**config.mk**
```make
export PLATFORM = sky130hd
export DESIGN_NAME = pes_rca_arbiter
export DESIGN_NICKNAME = d
export VERILOG_FILES = /design/src/rtl/pes_rca_arbiter.sv
export SDC_FILE = /design/constraint.sdc
export NUM_CORES = 1
export LEC_CHECK = 0
export CORE_MARGIN = 10
export CORE_UTILIZATION = 42
export DETAILED_ROUTE_END_ITERATION = 8
export HOLD_SLACK_MARGIN = 0.1
export PLACE_DENSITY = 0.86
export REMOVE_ABC_BUFFERS = 1
export SLEW_MARGIN = 20
export SYNTH_ARGS = -nofsm -noshare
export SYNTH_HDL_FRONTEND = slang
export SYNTH_SLANG_ARGS = --single-unit
```
**constraint.sdc**
```tcl
create_clock -name clk -period 7.77 [get_ports clk]
set_input_delay 1.9425 -clock clk [delete_from_list [all_inputs] [get_ports clk]]
set_output_delay 1.9425 -clock clk [all_outputs]
set_load 0.02 [all_outputs]
```
**src/rtl/pes_rca_arbiter.sv**
```systemverilog
// pes_rca_arbiter
//   Round-robin arbiter that time-shares one registered 4-bit ripple-carry adder
//   between NUM_REQ requesters. One add is accepted per cycle through a
//   valid/ready handshake. The winning operands are driven to the adder in the
//   same cycle. The owner ID follows the op through an ADD_LAT-deep pipeline, so
//   the sum and carry are returned to the requester that issued the op.
//
// Ports
//   clk, rst_n            clock (rising edge), asynchronous active-low reset
//   req_valid[NUM_REQ]    requester i has an add pending
//   req_a/req_b           4-bit operands, requester i in bits [4i+3:4i]
//   req_ready[NUM_REQ]    one-hot grant (handshake = valid & ready)
//   add_a/add_b           operands to the shared adder (0 when idle)
//   add_s/add_cout        adder result, ADD_LAT cycles after the operands
//   rsp_valid[NUM_REQ]    one-hot 1-cycle result pulse to the owner
//   rsp_sum/rsp_cout      result (0 when no pulse)
//   op_count              completed operations, wraps modulo 2^CNT_W

// Per-requester slice: grant/response decode and operand gating.
module pes_rca_arbiter_lane #(
    parameter int ID_W = 2,
    parameter int LANE = 0
) (
    input  logic            grant_vld,
    input  logic [ID_W-1:0] grant_id,
    input  logic            tail_vld,
    input  logic [ID_W-1:0] tail_id,
    input  logic [3:0]      a,
    input  logic [3:0]      b,
    output logic            ready,
    output logic            rsp,
    output logic [3:0]      a_gated,
    output logic [3:0]      b_gated
);
    localparam logic [ID_W-1:0] MY_ID = ID_W'(LANE);

    assign ready   = grant_vld && (grant_id == MY_ID);
    assign rsp     = tail_vld && (tail_id == MY_ID);
    // Gated operands are OR-ed across lanes, which forms a one-hot mux.
    assign a_gated = a & {4{ready}};
    assign b_gated = b & {4{ready}};
endmodule

module pes_rca_arbiter #(
    parameter int NUM_REQ = 4,
    parameter int ADD_LAT = 1,
    parameter int CNT_W   = 16
) (
    input  logic                 clk,
    input  logic                 rst_n,
    input  logic [NUM_REQ-1:0]   req_valid,
    input  logic [4*NUM_REQ-1:0] req_a,
    input  logic [4*NUM_REQ-1:0] req_b,
    output logic [NUM_REQ-1:0]   req_ready,
    output logic [3:0]           add_a,
    output logic [3:0]           add_b,
    input  logic [3:0]           add_s,
    input  logic                 add_cout,
    output logic [NUM_REQ-1:0]   rsp_valid,
    output logic [3:0]           rsp_sum,
    output logic                 rsp_cout,
    output logic [CNT_W-1:0]     op_count
);
    localparam int ID_W   = $clog2(NUM_REQ);
    localparam int STAGES = ADD_LAT - 1;

    logic [ID_W-1:0]              rr_ptr;
    logic                         grant_vld;
    logic [ID_W-1:0]              grant_id;
    logic [STAGES:0]              vld_pipe;
    logic [STAGES:0][ID_W-1:0]    id_pipe;
    logic [NUM_REQ-1:0][3:0]      lane_a;
    logic [NUM_REQ-1:0][3:0]      lane_b;
    logic [NUM_REQ-1:0]           lane_rdy;
    logic [NUM_REQ-1:0]           lane_rsp;

    // (base + off) mod NUM_REQ; off < NUM_REQ, so one subtract suffices.
    function automatic logic [ID_W-1:0] wrap_idx(input logic [ID_W-1:0] base,
                                                 input int unsigned off);
        int unsigned s;
        s = 32'(base) + off;
        if (s >= NUM_REQ) s = s - NUM_REQ;
        return s[ID_W-1:0];
    endfunction

    // Scan upward from rr_ptr with wrap; the first pending requester wins.
    // Forced idle while reset is held, so no grant can escape during reset.
    always_comb begin
        grant_vld = 1'b0;
        grant_id  = '0;
        for (int k = 0; k < NUM_REQ; k++) begin
            if (!grant_vld && rst_n && req_valid[wrap_idx(rr_ptr, k)]) begin
                grant_vld = 1'b1;
                grant_id  = wrap_idx(rr_ptr, k);
            end
        end
    end

    for (genvar i = 0; i < NUM_REQ; i++) begin : g_lane
        pes_rca_arbiter_lane #(.ID_W(ID_W), .LANE(i)) u_lane (
            .grant_vld (grant_vld),
            .grant_id  (grant_id),
            .tail_vld  (vld_pipe[STAGES]),
            .tail_id   (id_pipe[STAGES]),
            .a         (req_a[4*i +: 4]),
            .b         (req_b[4*i +: 4]),
            .ready     (lane_rdy[i]),
            .rsp       (lane_rsp[i]),
            .a_gated   (lane_a[i]),
            .b_gated   (lane_b[i])
        );
    end

    always_comb begin
        add_a = '0;
        add_b = '0;
        for (int i = 0; i < NUM_REQ; i++) begin
            add_a = add_a | lane_a[i];
            add_b = add_b | lane_b[i];
        end
    end

    assign req_ready = lane_rdy;
    assign rsp_valid = lane_rsp;
    assign rsp_sum   = vld_pipe[STAGES] ? add_s : 4'd0;
    assign rsp_cout  = vld_pipe[STAGES] & add_cout;

    // Owner-ID pipeline matches the adder latency; no stalls, so a plain
    // shift register keeps ops in order at one per cycle.
    always_ff @(posedge clk or negedge rst_n) begin
        if (!rst_n) begin
            rr_ptr   <= '0;
            vld_pipe <= '0;
            id_pipe  <= '0;
            op_count <= '0;
        end else begin
            vld_pipe[0] <= grant_vld;
            id_pipe[0]  <= grant_id;
            for (int s = 1; s <= STAGES; s++) begin
                vld_pipe[s] <= vld_pipe[s-1];
                id_pipe[s]  <= id_pipe[s-1];
            end
            if (grant_vld) rr_ptr <= wrap_idx(grant_id, 1);
            if (vld_pipe[STAGES]) op_count <= op_count + CNT_W'(1);
        end
    end
endmodule

```
Word level (Yosys, flattened, before mapping)
Cells that the tools add are included.
- $add $sub $neg: 10
- $mul: 0
- divide/modulo/power cells: 0
- order comparisons: 9
- equality and inequality tests: 6
- shifts and indexed selects: 0
- multiplexer cells: 22
- bitwise logic cells: 15
- reduce and logical (&&, ||, !) cells: 20
- operator list (operator ; count):
    $and 4x4->4 ; 8
    $or 4x4->4 ; 6
    $mux 2 ; 9
    $add 16x1->16 const B ; 1
    $logic_and 1x1->1 ; 15
    $ge 3x3->1 const B ; 4
    $lt 2x3->1 const B ; 4
    $sub 2x1->2 const B ; 5
    $bmux 1 s2 ; 4
    $eq 2x2->1 const B ; 4
    $mux 1 ; 8
    $add 2x1->3 const B ; 2
    $add 2x2->3 const B ; 2
    $eq 2x1->1 const B ; 2
    $logic_not 2->1 ; 2
    $mux 4 ; 1
    $ge 2x3->1 const B ; 1
    $logic_not 1->1 ; 3
    $and 1x1->1 ; 1
- bits in registers: 21
- bits in latches: 0
- RAM bits: 0
- memory bits (read-only): 0
- bits of input ports: 43
- output and inout bits: 37
- logic and storage cells: 86
- memories: 0

Longest topological paths before layout
Gate-level depths: netlist of the first run.
- depth after elaboration: 24
- mapped depth: 9
- mapped depth without buffers: 7

Modules after synthesis
Synthesis of the first run repeated with hierarchy kept, for this count alone.
- cell total of the unflattened synthesis: 159
- area total of the unflattened synthesis: 1579.0 um2
- by module, submodules not included (module ; instances ; cells an instance ; area an instance (um2) ; seq. area each (um2)):
    pes_rca_arbiter ; 1 ; 119 ; 1184.9 ; 525.5
    pes_rca_arbiter_lane at g_lane[1].u_lane ... ; 2 ; 10 ; 97.6 ; 0.0
    pes_rca_arbiter_lane at g_lane[0].u_lane ; 1 ; 10 ; 115.1 ; 0.0
    pes_rca_arbiter_lane at g_lane[3].u_lane ; 1 ; 10 ; 83.8 ; 0.0

Least setup slack after synthesis of the first run
No wires, ideal clock.
- kind: input to output
- start point: in req_valid[3]
- end point: out add_a[3]
- arrival time: 3.601 ns
- required time: 5.827 ns
- slack: 2.226 ns
- stages on the path: 8
- path buffers: 2
- path through: clkbuf_1 -> o21ai_0 -> a21oi_1 -> o2111a_1 -> ha_1 -> buf_1 -> a22oi_1 -> a21oi_1
- longest elaborated chain between the ends: 22
- elaborated cells between the ends (all ways): 41
- those cells by class: eq/ne: 3; mux: 16; bitwise: 7; reduce/logical: 15
- ends and longest elaborated chain (element ; line ; source):
    start: declaration ; 51 ; input logic [NUM_REQ-1:0] req_valid,
    $bmux 1 s2 ; 92 ; if (!grant_vld && rst_n && req_valid[wrap_idx(rr_ptr, k)]) begin
    $mux 1 (implied by the code) ; 92 ;
    $logic_and 1x1->1 ; 92 ;
    $mux 1 ; 92 ;
    $logic_not 1->1 ; 92 ;
    $logic_and 1x1->1 (2 in a row) ; 92 ;
    $mux 1 ; 92 ;
    $logic_not 1->1 ; 92 ;
    (+4 left out) ; n/a ;
    $logic_and 1x1->1 (2 in a row) ; 92 ;
    $mux 2 * ; 92 ;
    via g_lane[0].u_lane.grant_id[1] ; 25 ; input logic [ID_W-1:0] grant_id,
    $eq 2x1->1 or $logic_not 2->1 (tied branches) ; 37 ; assign ready = grant_vld && (grant_id == MY_ID);
    $logic_and 1x1->1 ; 37 ;
    $and 4x4->4 ; 40 ; assign a_gated = a & {4{ready}};
    $or 4x4->4 (2 in a row) ; 118 ; add_a = add_a | lane_a[i];
    $or 4x4->4 * ; 118 ;
    end: declaration ; 55 ; output logic [3:0] add_a,
The timed path passes the listed nets; every way through them passes the cells marked *. The select of a mux whose other input is x is not followed.

Final worst setup path of the first run
- start point: in req_valid[2]
- end point: out add_a[3]
The elaborated chain is that of the path after synthesis.

==> impl_metrics.toml, run 1 <==
[critical_path]
end_kind = "output port"
worst-endpoint-required_ns = 5.83
crit_slowest_cell = "clkdlybuf4s50_1"
critical_path.max_fanout = 9
critPathBufInv = 2
path_class = "in2out"
worstPathArrival_ns = 4.56
cp_top_family = "buffers and inverters"
worstPathCellList = "clkdlybuf4s50_1 > nor2b_1 > o21ai_0 > a21oi_1 > o2111a_1 > ha_1 > a22oi_1 > a21oi_1 > clkdlybuf4s50_1"
critical_path.max_stage_delay_ns = 0.64
crit_path_start_kind = "input port"

[route]
vias = 1394
drc = 0
viasPerCell = 5.18
wire_per_inst_um = 15.4
drtAntennaViolNets = 0
drt_iter0_markers = 52
routed_wl_mm = 4.15
first_pass_iters = 4

[grt]
grt.total_usage = 0.132
antenna_found_initial = 0
grt_busiest_layer = "met2"
grt_util_met3 = 0.0968
gr-usage-met2 = 0.219
grt_overflow = 0
grt_max_degree = 26
grt_first_pass_wirelength_mm = 6.80
grt_pass1_vias = 1527
met1_usage = 0.128

[run]
cap_violations = 0

[power_and_ir_drop]
worst_ir_drop_vdd_mv = 0.0814
cellLeakagePower_nw = 0.906
power.density_nw_per_um2 = 192
finalPower_mw = 0.424

[finish]
antenna_cells = 0
drive_gt1_frac = 0.0448
final_core_util = 0.666
final_area_um2 = 2210
n_fill_cell = 291
nNetsFinal = 272
fin_cells = 269
area_growth_pct = 53.6

[cts]
cts_setup_buffers = 0
cts_tree = "yes"
numCtsBuffers = 3
cts_resized = 0
cts_hold_buf = 0
htreeDepth = 1
cts.path.max_buffers = 2
clock-sinks = 21
clk_pin_slew_worst_paths_ns = 0.11
cts-root-buf = "clkbuf_4"
clk_latency_ns = 0.29

[place]
gp_congestion = 0.867
dp_hpwl_mm = 3.51
dp.cells = 265
post-place-ws_ns = 1.26
io_buffers = 79
dpl-instance-area_um2 = 2180

[floorplan]
pin_count = 80
die_w_um = 78.5
core_um2 = 3310
die_y_um = 78.5
start_util = 0.434
row_count = 21
die_area_um2 = 6160

[timing]
tns_ns = 0
clock.fmax_mhz = 154
hold_viol_final = 0
final_max_slew_viol_count = 0
grt_setup_unrepaired = "false"
fin_crit_sh = 0.836
holdWs_ns = 0.491
finalWorstSetupSlack_ns = 1.27
relSlewSlack = 0.520
worst_pin_slew_ns = 0.717
setup_viol = 0
post-route-min-period_ns = 6.50
finalClockSkew_ns = 0.00504

[yosys]
syn_inst = 157
synth_commonest_cells = "21 x dfrtp_1, 16 x a22oi_1, 13 x nand2_1"
synth_compound_area_frac = 0.195
ys_seq_area_frac = 0.366
synthSimpleGateAreaFrac = 0.206
synth_top_family_by_area = "simple AND/OR/NAND/NOR gates"
yosysWarnings = 0
muxShareOfSynthArea = 0.0148
yosys.area_share.adder = 0.0436
netlist.area_leader.share = 0.366
synth-edff-count = 0
synth_xor_area_frac = 0.0915
synth.most_common_cell = "dfrtp_1"
synth_area_leader_cell = "dfrtp_1"
yosys_register_bits = 21
synth_area_leaders = "dfrtp_1 37%, a22oi_1 8.4%, buf_4 5.2%, xor2_1 4.9%, ha_1 4.4%"
ys_types = 36
yosys_most_used_dff = "dfrtp_1"
postSynthAreaPerCell_um2 = 9.15
synthArstFlopShare = 1.00
synth_area_um2 = 1440

[worst_hold_path]
hp-class = "reg2reg"

[outcome]
status = "completed"
## final timing paths
check / start / endpoint / slack, ns / depth (start not counted)
setup / recovery: req_valid[2] / add_a[3] / 1.27 / 9
hold / removal: op_count[15] / op_count[15] / 0.49 / 1
setup reg to reg: rr_ptr[1] / rr_ptr[1] / 6.09 / 7
hold reg to reg: op_count[15] / op_count[15] / 0.49 / 1
max in group asynchronous: rst_n / id_pipe[0] / 5.46 / 2
min in group asynchronous: rst_n / op_count[12] / 2.08 / 2
## layer usage
| metal | wire [um] | up-vias |
|---|---|---|
| li1 | - | 682 |
| met1 | 1560 | 646 |
| met2 | 1870 | 62 |
| met3 | 680 | 4 |
| met4 | 39 | 0 |
| met5 | 0 | - |
## area by class of cell
type | instances | area, um^2 | share of cell area
clock buffers | 3 | 22.5 | 0.0102
multi-input cells | 117 | 791 | 0.358
inverters | 1 | 6.26 | 0.00284
flip-flops and latches | 21 | 526 | 0.238
repair buffers | 80 | 798 | 0.362
clock inverters | 1 | 5.00 | 0.00227
well taps | 46 | 57.6 | 0.0261
## cells by family after synthesis
| logic type | count (synthesis) |
|---|---|
| AOI/OAI and AO/OA | 39 |
| muxes | 2 |
| adders and majority gates | 5 |
| and+or+nand+nor | 56 |
| buffers and inverters | 19 |
| xor gates and xnor gates | 15 |
| DFF | 21 |
## worst reg2reg max path: stages (launching register included)
cell	delay [ns]
dfrtp_1	0.55
nor2_1	0.11
a22o_1	0.24
nand3b_1	0.11
o2111a_1	0.24
ha_1	0.24
nand2_1	0.06
nand2_1	0.04
## cells in the final DEF (no fill, tap or decap), drive strengths merged, types with 2 or more instances in the layout
| cell type | n |
|---|---|
| o21ai | 4 |
| a21oi | 11 |
| xnor2 | 7 |
| nand4 | 3 |
| and2 | 9 |
| dfrtp | 21 |
| and3 | 4 |
| nor4 | 2 |
| ha | 5 |
| clkbuf | 3 |
| o21a | 2 |
| clkdlybuf4s50 | 79 |
| nor2b | 2 |
| nand2 | 13 |
| nand3 | 9 |
| nor2 | 10 |
| xor2 | 8 |
| a22oi | 16 |
## power breakdown
group          leakage [nW]  switching [mW]  internal (mW)
Combinational         0.613          0.0991          0.107
Sequential            0.275          0.0362          0.132
Clock                0.0177          0.0312         0.0191
## sequential cells by signal (all words and copies together) (netlist names)
signal	flops
op_count	16
vld_pipe	1
rr_ptr	2
id_pipe	2
(Power assumes the default switching activity.)
==> run 2, diff against run 1 <==
CORE_UTILIZATION = 39   (was 42)
PLACE_DENSITY = 0.81   (was 0.86)
clock period = 6.64 ns   (was 7.77 ns; I/O delays follow)
==> run 2 against run 1 <==
Compared with the run above:
- wire length up 3.2%
- sequential share of layout area fell by 0.27 points
- largest power group unchanged
- sequential power up 19%
- sequential cell count is the same
- register-to-register slack worse by 1.1 ns
- utilization down 1.8 points
- worst setup slack got worse by 0.64 ns
- highest routed layer unchanged
- via count grew 1.6%
- final cell count up 0.37%
- clock-buffer cell count grew 1
- first-iteration DRC count up 67%
==> impl_metrics.toml, run 2 (synthesis results as in run 1) <==
[grt]
antenna_found_initial = 0
grt.total_usage = 0.121
grt_max_degree = 19
grt_overflow = 0
grt_pass1_vias = 1480
grt_first_pass_wirelength_mm = 6.44

[cts]
clk_latency_ns = 0.25
clk_pin_slew_worst_paths_ns = 0.07
cts_resized = 0
htreeDepth = 1
numCtsBuffers = 3
cts-root-buf = "clkbuf_8"
cts.path.max_buffers = 2
cts_setup_buffers = 0
clock-sinks = 21
cts_tree = "yes"
cts_hold_buf = 0

[timing]
worst_pin_slew_ns = 0.697
clock.fmax_mhz = 166
post-route-min-period_ns = 6.01
tns_ns = 0
hold_viol_final = 0
final_max_slew_viol_count = 0
grt_setup_unrepaired = "false"
finalClockSkew_ns = 0.000708
fin_crit_sh = 0.905
setup_viol = 0
relSlewSlack = 0.534

[floorplan]
pin_count = 80
start_util = 0.417
die_y_um = 80.7
core_um2 = 3440
die_w_um = 80.7
row_count = 21
die_area_um2 = 6510

[critical_path]
worstPathArrival_ns = 4.35
rr_startpoint = "rr_ptr[1]"
worstPathCellList = "clkdlybuf4s50_1 > nor2b_1 > o21ai_0 > a21oi_1 > o2111ai_1 > ha_1 > a22oi_1 > a21oi_1 > clkdlybuf4s50_1"
crit_slowest_cell = "clkdlybuf4s50_1"
critical_path.max_stage_delay_ns = 0.65
r2r_slack_ns = 4.94
end_kind = "output port"
worst-endpoint-required_ns = 4.98
reg2regPathDepth = 7
cp_top_family = "buffers and inverters"
path_class = "in2out"
critPathBufInv = 2
r2r_end = "rr_ptr[1]"
critical_path.max_fanout = 9
crit_path_start_kind = "input port"

[finish]
fin_cells = 270
drive_gt1_frac = 0.0446
n_fill_cell = 293
layout_commonest_cell = "clkdlybuf4s50_1"
nNetsFinal = 273
most-common-layout-cells = "79 x clkdlybuf4s50_1, 21 x dfrtp_1, 16 x a22oi_1, 13 x nand2_1, 11 x a21oi_1"
antenna_cells = 0
area_growth_pct = 55.3
largest_reg_flops = 16
largest_register = "op_count"
top_regs = "op_count: 16 flops, id_pipe: 2 flops, rr_ptr: 2 flops"

[route]
drtAntennaViolNets = 0
vias = 1416
drt_iter0_markers = 87
drc = 0
wire_per_inst_um = 15.9
first_pass_iters = 4
routed_wl_mm = 4.29
viasPerCell = 5.24

[worst_hold_path]
hp-class = "reg2reg"
worstHoldEndpoint = "op_count[15]"
worstHoldPathCells = 1
min_from = "op_count[15]"

[place]
dp.cells = 266
io_buffers = 79
gp_congestion = 0.761
dp_hpwl_mm = 3.53

[power_and_ir_drop]
cellLeakagePower_nw = 0.915
power.density_nw_per_um2 = 233
worst_ir_drop_vdd_mv = 0.119

[run]
cap_violations = 0

[outcome]
status = "completed"
-- run 2: worst register-to-register path: stages (launching register included) --
cell and delay, ns:
dfrtp_1 0.55, nor2_1 0.11, a22o_1 0.24, nand3b_1 0.10, o2111a_1 0.25, ha_1 0.24, nand2_1 0.06, nand2_1 0.04
-- run 2: area by class of cell --
class | instances | area, um^2 | share of cell area
Inverter | 1 | 6.26 | 0.00280
Tap cell | 46 | 57.6 | 0.0258
Multi-Input combinational cell | 117 | 791 | 0.354
Sequential cell | 21 | 526 | 0.236
Clock buffer | 4 | 45.0 | 0.0202
Timing Repair Buffer | 81 | 806 | 0.361
-- run 2: worst max-delay path by stage --
stage | from | end | slack, ns | depth (start not counted)
6_report | req_valid[2] | add_b[1] | 0.63 | 9
4_1_cts | req_valid[2] | add_b[1] | 0.63 | 9
3_5_place_dp | req_valid[2] | add_b[1] | 0.64 | 9
3_3_place_gp | req_valid[2] | add_a[2] | 0.68 | 9
2_1_floorplan | req_valid[2] | add_a[1] | 1.95 | 7
5_1_grt | req_valid[2] | add_a[0] | 0.39 | 9
-- run 2: routing by layer --
layer,track usage,vias up,wire length (um)
met2,0.220,77,2030
met4,0.0260,0,6
met3,0.0768,2,698
met1,0.113,651,1550
met5,0,-,0
li1,-,686,-
-- run 2: where the power goes --
| part | internal (mW) | switching (mW) | total, mW |
|---|---|---|---|
| Sequential | 0.154 | 0.0460 | 0.200 |
| Clock | 0.0426 | 0.0369 | 0.0795 |
| Combinational | 0.125 | 0.115 | 0.240 |
-- run 2: metrics by stage --
step / power [mW] / util / setup slack (ns) / hold slack [ns] / instance area, um^2
2_1_floorplan: 0.316 / - / 1.95 / 0.535 / 1320
3_3_place_gp: 0.437 / 0.635 / 0.678 / 0.459 / 2190
3_5_place_dp: 0.442 / 0.635 / 0.640 / 0.463 / 2190
4_1_cts: 0.524 / 0.648 / 0.630 / 0.476 / 2230
5_1_grt: 0.551 / 0.648 / 0.394 / 0.483 / 2230
6_report: 0.519 / 0.648 / 0.628 / 0.475 / 2230
==> run 3, diff against run 2 <==
CELL_PAD_IN_SITES_DETAIL_PLACEMENT = 0   (was unset)
CELL_PAD_IN_SITES_GLOBAL_PLACEMENT = 2   (was unset)
CORE_UTILIZATION = 21   (was 39)
CTS_CLUSTER_DIAMETER = 100   (was unset)
PLACE_DENSITY = unset   (was 0.81)
PLACE_DENSITY_LB_ADDON = 0.1   (was unset)
RECOVER_POWER = 100   (was unset)
==> run 3 against run 2 <==
Compared with the run above:
- worst setup slack worse by 0.15 ns
- critical path depth unchanged
- global-route usage down 3.2 points
- non-clock buffer count decreased by 1
- critical endpoint is now add_a[3]
- highest routed layer unchanged
==> impl_metrics.toml, run 3 (synthesis results as in run 1) <==
[power_and_ir_drop]
finalPower_mw = 0.512
cellLeakagePower_nw = 1.00
power.density_nw_per_um2 = 226
worst_ir_drop_vdd_mv = 0.0715

[critical_path]
rr_startpoint = "rr_ptr[1]"
crit_path_start_kind = "input port"
reg2regPathDepth = 7
worst-endpoint-required_ns = 4.98
critical_path.max_fanout = 9
crit_start = "req_valid[2]"
end_kind = "output port"
path_class = "in2out"
worstPathArrival_ns = 4.50

[timing]
relSlewSlack = 0.504
final_max_slew_viol_count = 0
worst_pin_slew_ns = 0.742
grt_setup_unrepaired = "false"
hold_viol_final = 0
holdWs_ns = 0.463
setup_viol = 0
fin_crit_sh = 0.928
post-route-min-period_ns = 6.16
finalClockSkew_ns = 0.0121
tns_ns = 0
clock.fmax_mhz = 162

[cts]
cts_hold_buf = 0
clk_pin_slew_worst_paths_ns = 0.08
cts_tree = "yes"
clock-sinks = 21
cts_setup_buffers = 0
numCtsBuffers = 3
cts-root-buf = "clkbuf_8"
cts.path.max_buffers = 2
cts_resized = 0
htreeDepth = 1
clk_latency_ns = 0.26

[route]
first_pass_iters = 4
routed_wl_mm = 4.94
drc = 0
viasPerCell = 4.59
drtAntennaViolNets = 0
drt_iter0_markers = 46
vias = 1392
wire_per_inst_um = 16.3

[finish]
area_growth_pct = 57.6
final_core_util = 0.337
largest_register = "op_count"
layout_commonest_cell = "dlygate4sd3_1"
top_regs = "op_count: 16 flops, id_pipe: 2 flops, rr_ptr: 2 flops"
n_fill_cell = 674
most-common-layout-cells = "40 x dlygate4sd3_1, 39 x clkdlybuf4s50_1, 21 x dfrtp_1, 16 x a22oi_1, 13 x nand2_1"
drive_gt1_frac = 0.0404
largest_reg_flops = 16
nNetsFinal = 272
antenna_cells = 0
final_area_um2 = 2260

[floorplan]
die_w_um = 103
die_area_um2 = 10500
start_util = 0.214
core_um2 = 6720
row_count = 30
die_y_um = 103
pin_count = 80

[run]
cap_violations = 0

[grt]
grt.total_usage = 0.0899
grt_first_pass_wirelength_mm = 7.44
grt_overflow = 0
grt_max_degree = 24
antenna_found_initial = 0
grt_pass1_vias = 1484

[place]
gp_congestion = 0.780
dpl-instance-area_um2 = 2220
dp_hpwl_mm = 3.99
io_buffers = 79

[worst_hold_path]
hp-class = "reg2reg"
min_from = "op_count[15]"
worstHoldPathCells = 1

[outcome]
status = "completed"
run 3: path summary, 6_finish.rpt:
check / to / slack (ns)
max in group asynchronous: op_count[13] / 4.40
setup / recovery: add_a[3] / 0.48
min in group asynchronous: op_count[11] / 1.98
hold / removal: op_count[15] / 0.46
setup reg to reg: rr_ptr[1] / 4.95
hold reg to reg: op_count[15] / 0.46
run 3: power breakdown:
group          internal, mW  leakage, nW  switching [mW]
registers             0.154        0.275          0.0424
logic                 0.112        0.705           0.116
clock network        0.0423       0.0217          0.0443
run 3: per-stage QoR:
step,worst slack (ns),std cells
floorplan,1.95,139
global placement,0.606,299
detailed placement,0.590,299
CTS,0.572,303
global route,0.220,303
finish,0.476,303
run 3: layout make-up:
| type | instances | area, um^2 | share of cell area |
|---|---|---|---|
| flip-flops and latches | 21 | 526 | 0.232 |
| repair buffers | 80 | 798 | 0.353 |
| well taps | 80 | 100 | 0.0442 |
| multi-input cells | 117 | 785 | 0.347 |
| clock buffers | 3 | 41.3 | 0.0182 |
| inverters | 1 | 6.26 | 0.00276 |
| clock inverters | 1 | 7.51 | 0.00332 |
run 3: critical path, cell delays in order:
cell	delay [ns]
dlygate4sd3_1	0.72
nor2b_1	0.16
o21ai_0	0.07
a21oi_1	0.20
o2111a_1	0.28
ha_1	0.39
a22oi_1	0.15
a21oi_1	0.15
dlygate4sd3_1	0.70
run 3: routing by layer:
layer  GRT usage  up-vias  routed length (um)
li1            -      683                   -
met1      0.0985      659                1980
met2       0.165       48                2610
met3      0.0214        2                 311
met4      0.0293        0                  40
met5           0        -                   0
